$ cat src/rtl/ascon_p_iter.sv
// ascon_p_iter: iterative Ascon permutation core (p12 / p8 / p6).
//   A request (in_valid & in_ready) loads the 320-bit state and a round count.
//   The core then applies UNROLL rounds per cycle, raises out_valid, and holds
//   the result on s_out until out_ready is seen.
// Parameters:
//   UNROLL  rounds per clock, 1 or 2
//   BW      lane width, must be 64
// Ports:
//   clk, rst             clock, asynchronous active-high reset
//   in_valid / in_ready  request handshake (in_ready high only when idle)
//   rounds               0:12, 1:8, 2:6, 3:12 rounds; sampled on acceptance
//   s_in                 input state {x0,x1,x2,x3,x4}, x0 in MSBs
//   out_valid / out_ready result handshake
//   s_out                permuted state, same lane order (the state register)
//   abort                only when ASCON_P_ITER_ABORT_EN is defined: drops the
//                        permutation in progress and returns to idle
module ascon_p_iter #(
  parameter int UNROLL = 1,
  parameter int BW     = 64
) (
  input  logic            clk,
  input  logic            rst,
  input  logic            in_valid,
  output logic            in_ready,
  input  logic [1:0]      rounds,
  input  logic [5*BW-1:0] s_in,
  output logic            out_valid,
  input  logic            out_ready,
  output logic [5*BW-1:0] s_out
`ifdef ASCON_P_ITER_ABORT_EN
  ,
  input  logic            abort
`endif
);

  generate
    if (UNROLL != 1 && UNROLL != 2) begin : g_bad_unroll
      $error("ascon_p_iter: UNROLL must be 1 or 2");
    end
    if (BW != 64) begin : g_bad_bw
      $error("ascon_p_iter: BW must be 64");
    end
  endgenerate

  typedef enum logic [1:0] {
    IDLE,
    RUN,
    DONE
  } fsm_t;

  fsm_t            fsm;
  logic [3:0]      r;
  logic [3:0]      r_start;
  logic [5*BW-1:0] st;
  logic [5*BW-1:0] st_nxt;
  logic            last_step;

  function automatic logic [BW-1:0] ror(input logic [BW-1:0] x, input int unsigned n);
    return (x >> n) | (x << (BW - n));
  endfunction

  // One full Ascon round: constant addition, bitsliced S-box, linear layer.
  function automatic logic [5*BW-1:0] round_fn(input logic [5*BW-1:0] s,
                                               input logic [3:0]      ri);
    logic [BW-1:0] x0, x1, x2, x3, x4;
    logic [BW-1:0] t0, t1, t2, t3, t4;
    {x0, x1, x2, x3, x4} = s;
    x2 = x2 ^ {{(BW-8){1'b0}}, 4'hF - ri, ri};
    x0 = x0 ^ x4;
    x4 = x4 ^ x3;
    x2 = x2 ^ x1;
    t0 = ~x0 & x1;
    t1 = ~x1 & x2;
    t2 = ~x2 & x3;
    t3 = ~x3 & x4;
    t4 = ~x4 & x0;
    x0 = x0 ^ t1;
    x1 = x1 ^ t2;
    x2 = x2 ^ t3;
    x3 = x3 ^ t4;
    x4 = x4 ^ t0;
    x1 = x1 ^ x0;
    x0 = x0 ^ x4;
    x3 = x3 ^ x2;
    x2 = ~x2;
    x0 = x0 ^ ror(x0, 19) ^ ror(x0, 28);
    x1 = x1 ^ ror(x1, 61) ^ ror(x1, 39);
    x2 = x2 ^ ror(x2, 1)  ^ ror(x2, 6);
    x3 = x3 ^ ror(x3, 10) ^ ror(x3, 17);
    x4 = x4 ^ ror(x4, 7)  ^ ror(x4, 41);
    return {x0, x1, x2, x3, x4};
  endfunction

  always_comb begin
    st_nxt = st;
    for (int unsigned i = 0; i < UNROLL; i++) begin
      st_nxt = round_fn(st_nxt, r + 4'(i));
    end
  end

  always_comb begin
    case (rounds)
      2'd1:    r_start = 4'd4;
      2'd2:    r_start = 4'd6;
      default: r_start = 4'd0;
    endcase
  end

  // Round counts are all even, so with UNROLL=2 the final step covers r=10,11.
  assign last_step = (r == 4'(12 - UNROLL));
  assign s_out     = st;

  always_ff @(posedge clk or posedge rst) begin
    if (rst) begin
      fsm       <= IDLE;
      st        <= '0;
      r         <= '0;
      in_ready  <= 1'b1;
      out_valid <= 1'b0;
    end else begin
`ifdef ASCON_P_ITER_ABORT_EN
      if (abort && fsm != IDLE) begin
        fsm       <= IDLE;
        st        <= '0;
        r         <= '0;
        in_ready  <= 1'b1;
        out_valid <= 1'b0;
      end else
`endif
      case (fsm)
        IDLE: begin
          if (in_valid) begin
            st       <= s_in;
            r        <= r_start;
            fsm      <= RUN;
            in_ready <= 1'b0;
          end
        end
        RUN: begin
          st <= st_nxt;
          r  <= r + 4'(UNROLL);
          if (last_step) begin
            fsm       <= DONE;
            out_valid <= 1'b1;
          end
        end
        DONE: begin
          if (out_ready) begin
            fsm       <= IDLE;
            out_valid <= 1'b0;
            in_ready  <= 1'b1;
          end
        end
        default: begin
          fsm       <= IDLE;
          in_ready  <= 1'b1;
          out_valid <= 1'b0;
        end
      endcase
    end
  end

endmodule
$ cat config.mk
export PLATFORM = sky130hd
export DESIGN_NAME = ascon_p_iter
export DESIGN_NICKNAME = d
export VERILOG_FILES = /design/src/rtl/ascon_p_iter.sv
export SDC_FILE = /design/constraint.sdc
export NUM_CORES = 2
export LEC_CHECK = 0
export BUFFER_PORTS_ARGS = -buffer_cell sky130_fd_sc_hd__buf_2
export CORE_AREA = 2 2 253 255
export CTS_CLUSTER_SIZE = 10
export DETAILED_ROUTE_END_ITERATION = 8
export DIE_AREA = 0 0 255 257
export GPL_ROUTABILITY_DRIVEN = 0
export PLACE_DENSITY = 0.68
export SYNTH_ARGS = -nofsm -noshare
export SYNTH_HDL_FRONTEND = slang
export SYNTH_SLANG_ARGS = --single-unit
$ cat constraint.sdc
create_clock -name clk -period 11.01 [get_ports clk]
set_input_delay 0 -clock clk [delete_from_list [all_inputs] [get_ports clk]]
set_output_delay 0 -clock clk [all_outputs]
set_load 0.01 [all_outputs]
== Yosys cells after proc, flatten, opt, wreduce, memory -nomap -nowiden ==
Cells that the tools add are included.
Word-level totals
  word-level logic and storage cells: 81
  bits in registers: 328
  input bits: 326
Operators by class
  add/sub/neg operators: 2
  equality and inequality tests: 8
  reduce and logical (&&, ||, !) cells: 6
  bitwise logic cells: 45
  mux-type cells: 15
Operator list (number)
  $xor A64 B64 Y64: 21
  $pmux W320 S2: 1
  $not A64 Y64: 6
  $and A64 B64 Y64: 5
  $mux W320: 1
  $or A23 B64 Y64: 1
  $or A25 B64 Y64: 1
  $or A3 B64 Y64: 1
  $or A36 B64 Y64: 1
  $or A45 B64 Y64: 1
  $or A47 B64 Y64: 1
  $or A54 B64 Y64: 1
  $or A57 B64 Y64: 1
  $or A58 B64 Y64: 1
  $or A63 B64 Y64: 1
  $xor A64 B8 Y64: 1
  $reduce_and A3 Y1: 3
  $pmux W4 S2: 1
  $mux W2: 3
  $ne A2 B2 Y1 const B: 3
  $pmux W1 S3: 2
  $pmux W2 S3: 1
  $pmux W3 S2: 1
  $add A4 B1 Y4 const B: 1
  10 further kinds: 16

== Depth between registers and ports, before layout ==
  depth in word-level cells: 11
  mapped depth: 8
  depth with buffers taken out: 7

== Least setup slack after synthesis ==
No wires, ideal clock.
  path type: reg2reg
  start: register st[220] (netlist: s_out[220])
  end: register st[92] (netlist: s_out[92])
  setup slack: 8.780 ns
  arrival: 2.104 ns
  setup time: 0.126 ns
  path buffers: 0
  cell stages (with the launch flop): 7
  path through: dfrtp_1 > inv_1 > ha_1 > xnor2_1 > xnor2_2 > xnor3_1 > a221o_1
Between the ends
  word-level cells in the longest chain between the ends: 6
Ends and longest elaborated chain
  from (decl): line 54  | logic [5*BW-1:0] st;
  from (signal assigned): line 133  | st <= s_in;
  from (signal assigned): line 140  | st <= st_nxt;
  $xor A64 B64 Y64: line 71  | x2 = x2 ^ x1;
  $xor A64 B64 Y64: line 79  | x2 = x2 ^ t3;
  $xor A64 B64 Y64: line 84  | x3 = x3 ^ x2;
  $xor A64 B64 Y64 (2 in series): line 89  | x3 = x3 ^ ror(x3, 10) ^ ror(x3, 17);
  $pmux W320 S2: line 130  | case (fsm)
Every way passes these cells.
A chain may end at the register's enable or synchronous reset.

== Worst setup path after layout ==
  start: register fsm[0]
  end: register st[221] (netlist: s_out[221])
Between the ends
  word-level cells in the longest chain between the ends: 3
Ends and longest elaborated chain
  from (decl): line 51  | fsm_t fsm;
  from (signal assigned): line 115  | fsm <= IDLE;
  from (signal assigned): line 135  | fsm <= RUN;
  from (signal assigned): line 143  | fsm <= DONE;
  $eq A2 B1 Y1 / $logic_not A2 Y1 (equally long branches): line 130
  $reduce_bool A2 Y1 (no source line) / $ne A2 B2 Y1 (equally long branches)
  $reduce_and A2 Y1 (no source line)
Parallel ways exist; a longest one is shown, timed or not.

==> results.ini <==
[grt]
grt_pass1_vias = 27194
grt_max_degree = 196
gr-total-overflow = 0
grt_pass1_wl_mm = 205
antenna_found_initial = 14
grt_use_total_pct = 44.9

[setup_path]
critPathLaunch = fsm[0]
r2r_setup_slack_ps = 6980
critical_path_class = flip-flop to flip-flop
critPathMaxFanout = 83
worstPathArrival_ps = 4560
timing.rr.start = fsm[0]
cp-end-kind = flip-flop
start_kind = flip-flop
r2r_end = s_out[221]
critical_path_required_ps = 11540
reg2regPathDepth = 6

[routing]
num_vias = 28460
drc_errors = 0
drtIter0Drc = 4178
ant_nets = 0
viasPerCell = 6.23
drt-total-wl_mm = 150
wire_per_inst_um = 32.9
firstDrtPassIters = 8

[timing]
clock_skew_ps = 17.0
hold_viol = 0
tns_ps = 0
min_period_ps = 4030
slew_headroom_pct = 3.53
fmax_ghz = 0.248
rsz0062_at_grt = no
slew_violations = 0
hold_slack_ps = 72.8
worst_slew_pin_slew_ps = 1440
setup_viol_count_final = 0
period_share_pct = 36.6

[floorplan]
design.die.area_mm2 = 0.0655
num_io_pins = 648
num_rows = 92
core_mm2 = 0.0627
initial_utilization_pct = 47.2
die_w_um = 255
chipHeight_um = 257

[yosys]
yosysTopAreaCell = dfrtp_1
syn_avg_cell_area_um2 = 10.6
yosysUniqueCellTypes = 49
synthesis.area_mm2 = 0.0296
synthCells = 2795
seq_area_frac_synth_pct = 27.7
mappedNetlistNets = 3251
synthTopCellsByArea = dfrtp_1, xnor3_1, xnor2_1, ha_1, xor2_1
synth.top_cell.area_share_pct = 27.6
ys_ff_latch = 328
yosys_warnings = 0

[cells_and_area]
num-nets-final = 4152
multiInputGateArea_mm2 = 0.0202
final_cell_mix = buf_2, xnor2_1, dlygate4sd3_1, dfrtp_1, xnor3_1
area_growth_pct = 28.9
drive_above_1_share_pct = 20.1
mostFrequentLayoutCell = buf_2
fillCellCount = 5256
register_area_mm2 = 0.00821

[clock_network]
clkTransAtPathRegs_ps = 60
ctsHtreeMaxLevel = 2
cts.sinks = 328
cts_made_buffers = 42
clockRootBuffer = clkbuf_16
clockBufferDepth = 3
cts.repair.resized = 0
clk_latency_ps = 600
cts_tree = yes

[placement]
post-dp-hpwl_mm = 117
port_buffers = 647

[hold_path]
hp-class = primary input to asynchronous set/reset pin

[outcome]
status = finished clean

[job]
drv_cap = 0

## cell families (layout without fill, tap and decap cells)
logic type | Yosys count | in the layout | share of synthesized area (%)
AOI/OAI and AO/OA | 618 | 618 | 14.0
xor gates and xnor gates | 883 | 883 | 38.6
adders and majority gates | 190 | 190 | 7.53
buffers and inverters | 326 | 1249 | 4.16
DFF | 328 | 328 | 27.7
muxes | 49 | 49 | 1.66
other | 0 | 7 | 0
and+or+nand+nor | 401 | 401 | 6.29
## layout make-up
type	instances	share of cell area [%]
clock inverter	7	0.236
antenna	7	0.0458
clock buffer	59	3.22
multi-input combinational	2141	52.9
inverter	193	1.92
sequential	328	21.5
tap	846	2.77
timing repair buffer	990	17.4
## worst max-delay path: stages, from the launching register on
cell and delay (ps):
dfrtp_4 960, buf_4 910, o21ba_2 670, buf_4 690, o21ai_0 290, a211o_1 300, nand3_1 70
## worst max path at each step
stage / to / slack (ps) / depth (start not counted)
3_3_place_gp: s_out[221] / 7090 / 6
4_1_cts: s_out[221] / 7050 / 6
2_1_floorplan: fsm[0] / 1930 / 1
6_report: s_out[221] / 6980 / 6
5_1_grt: s_out[221] / 6910 / 7
3_5_place_dp: s_out[222] / 7060 / 6
## synth_stat cells (all sizes together)
library cell and instances:
xnor2 443, dfrtp 327, xnor3 242, o21ai 230
inv 193, a22oi 185, xor2 177, nand2 167
ha 130, clkbuf 116, nor3 80, a221oi 76
nor2 67, maj3 60, mux2i 49, a21oi 42
nor2b 27, a2bb2oi 24, o22a 24, nor3b 23
xor3 21, buf 17, or3 13, a211o 9
o211ai 8, and2 7, nand4 7, a2111oi 4
a221o 4, nand3 4, nand3b 4, o21a 4
a21o 3, a2111o 1, a22o 1, and3b 1
dfstp 1, nand2b 1, o21ba 1, o22ai 1
o31ai 1
## through the flow
step | cell area, µm² | util, % | cells | setup WS, ps
global route | 38200 | 60.9 | 4565 | 6910
global placement | 33600 | 53.6 | 4173 | 7090
finish | 38200 | 60.9 | 4571 | 6980
CTS | 38200 | 60.9 | 4564 | 7050
floorplan | 29600 | - | 2795 | 1930
detailed placement | 33600 | 53.6 | 4173 | 7060
## timing repair
item	CTS	global route
setup buffers	0	0
hold buffers	325	0
endpoints found under the hold margin	401	0
## flip-flops by register name, indices dropped and copies added, names as in the netlist
name and cells:
s_out 320, r 4, fsm 2, in_ready 1
out_valid 1
## per-layer routing
layer / wire (µm) / global-route usage [%] / up-vias
li1: - / - / 11662
met1: 53900 / 55.1 / 13914
met2: 63900 / 66.7 / 2279
met3: 19600 / 16.0 / 589
met4: 12400 / 28.6 / 16
met5: 293 / 2.33 / -
Power is left out: the tool's default activity adds up to more than one toggle a clock period on the data nets, which glitch-free logic cannot reach.
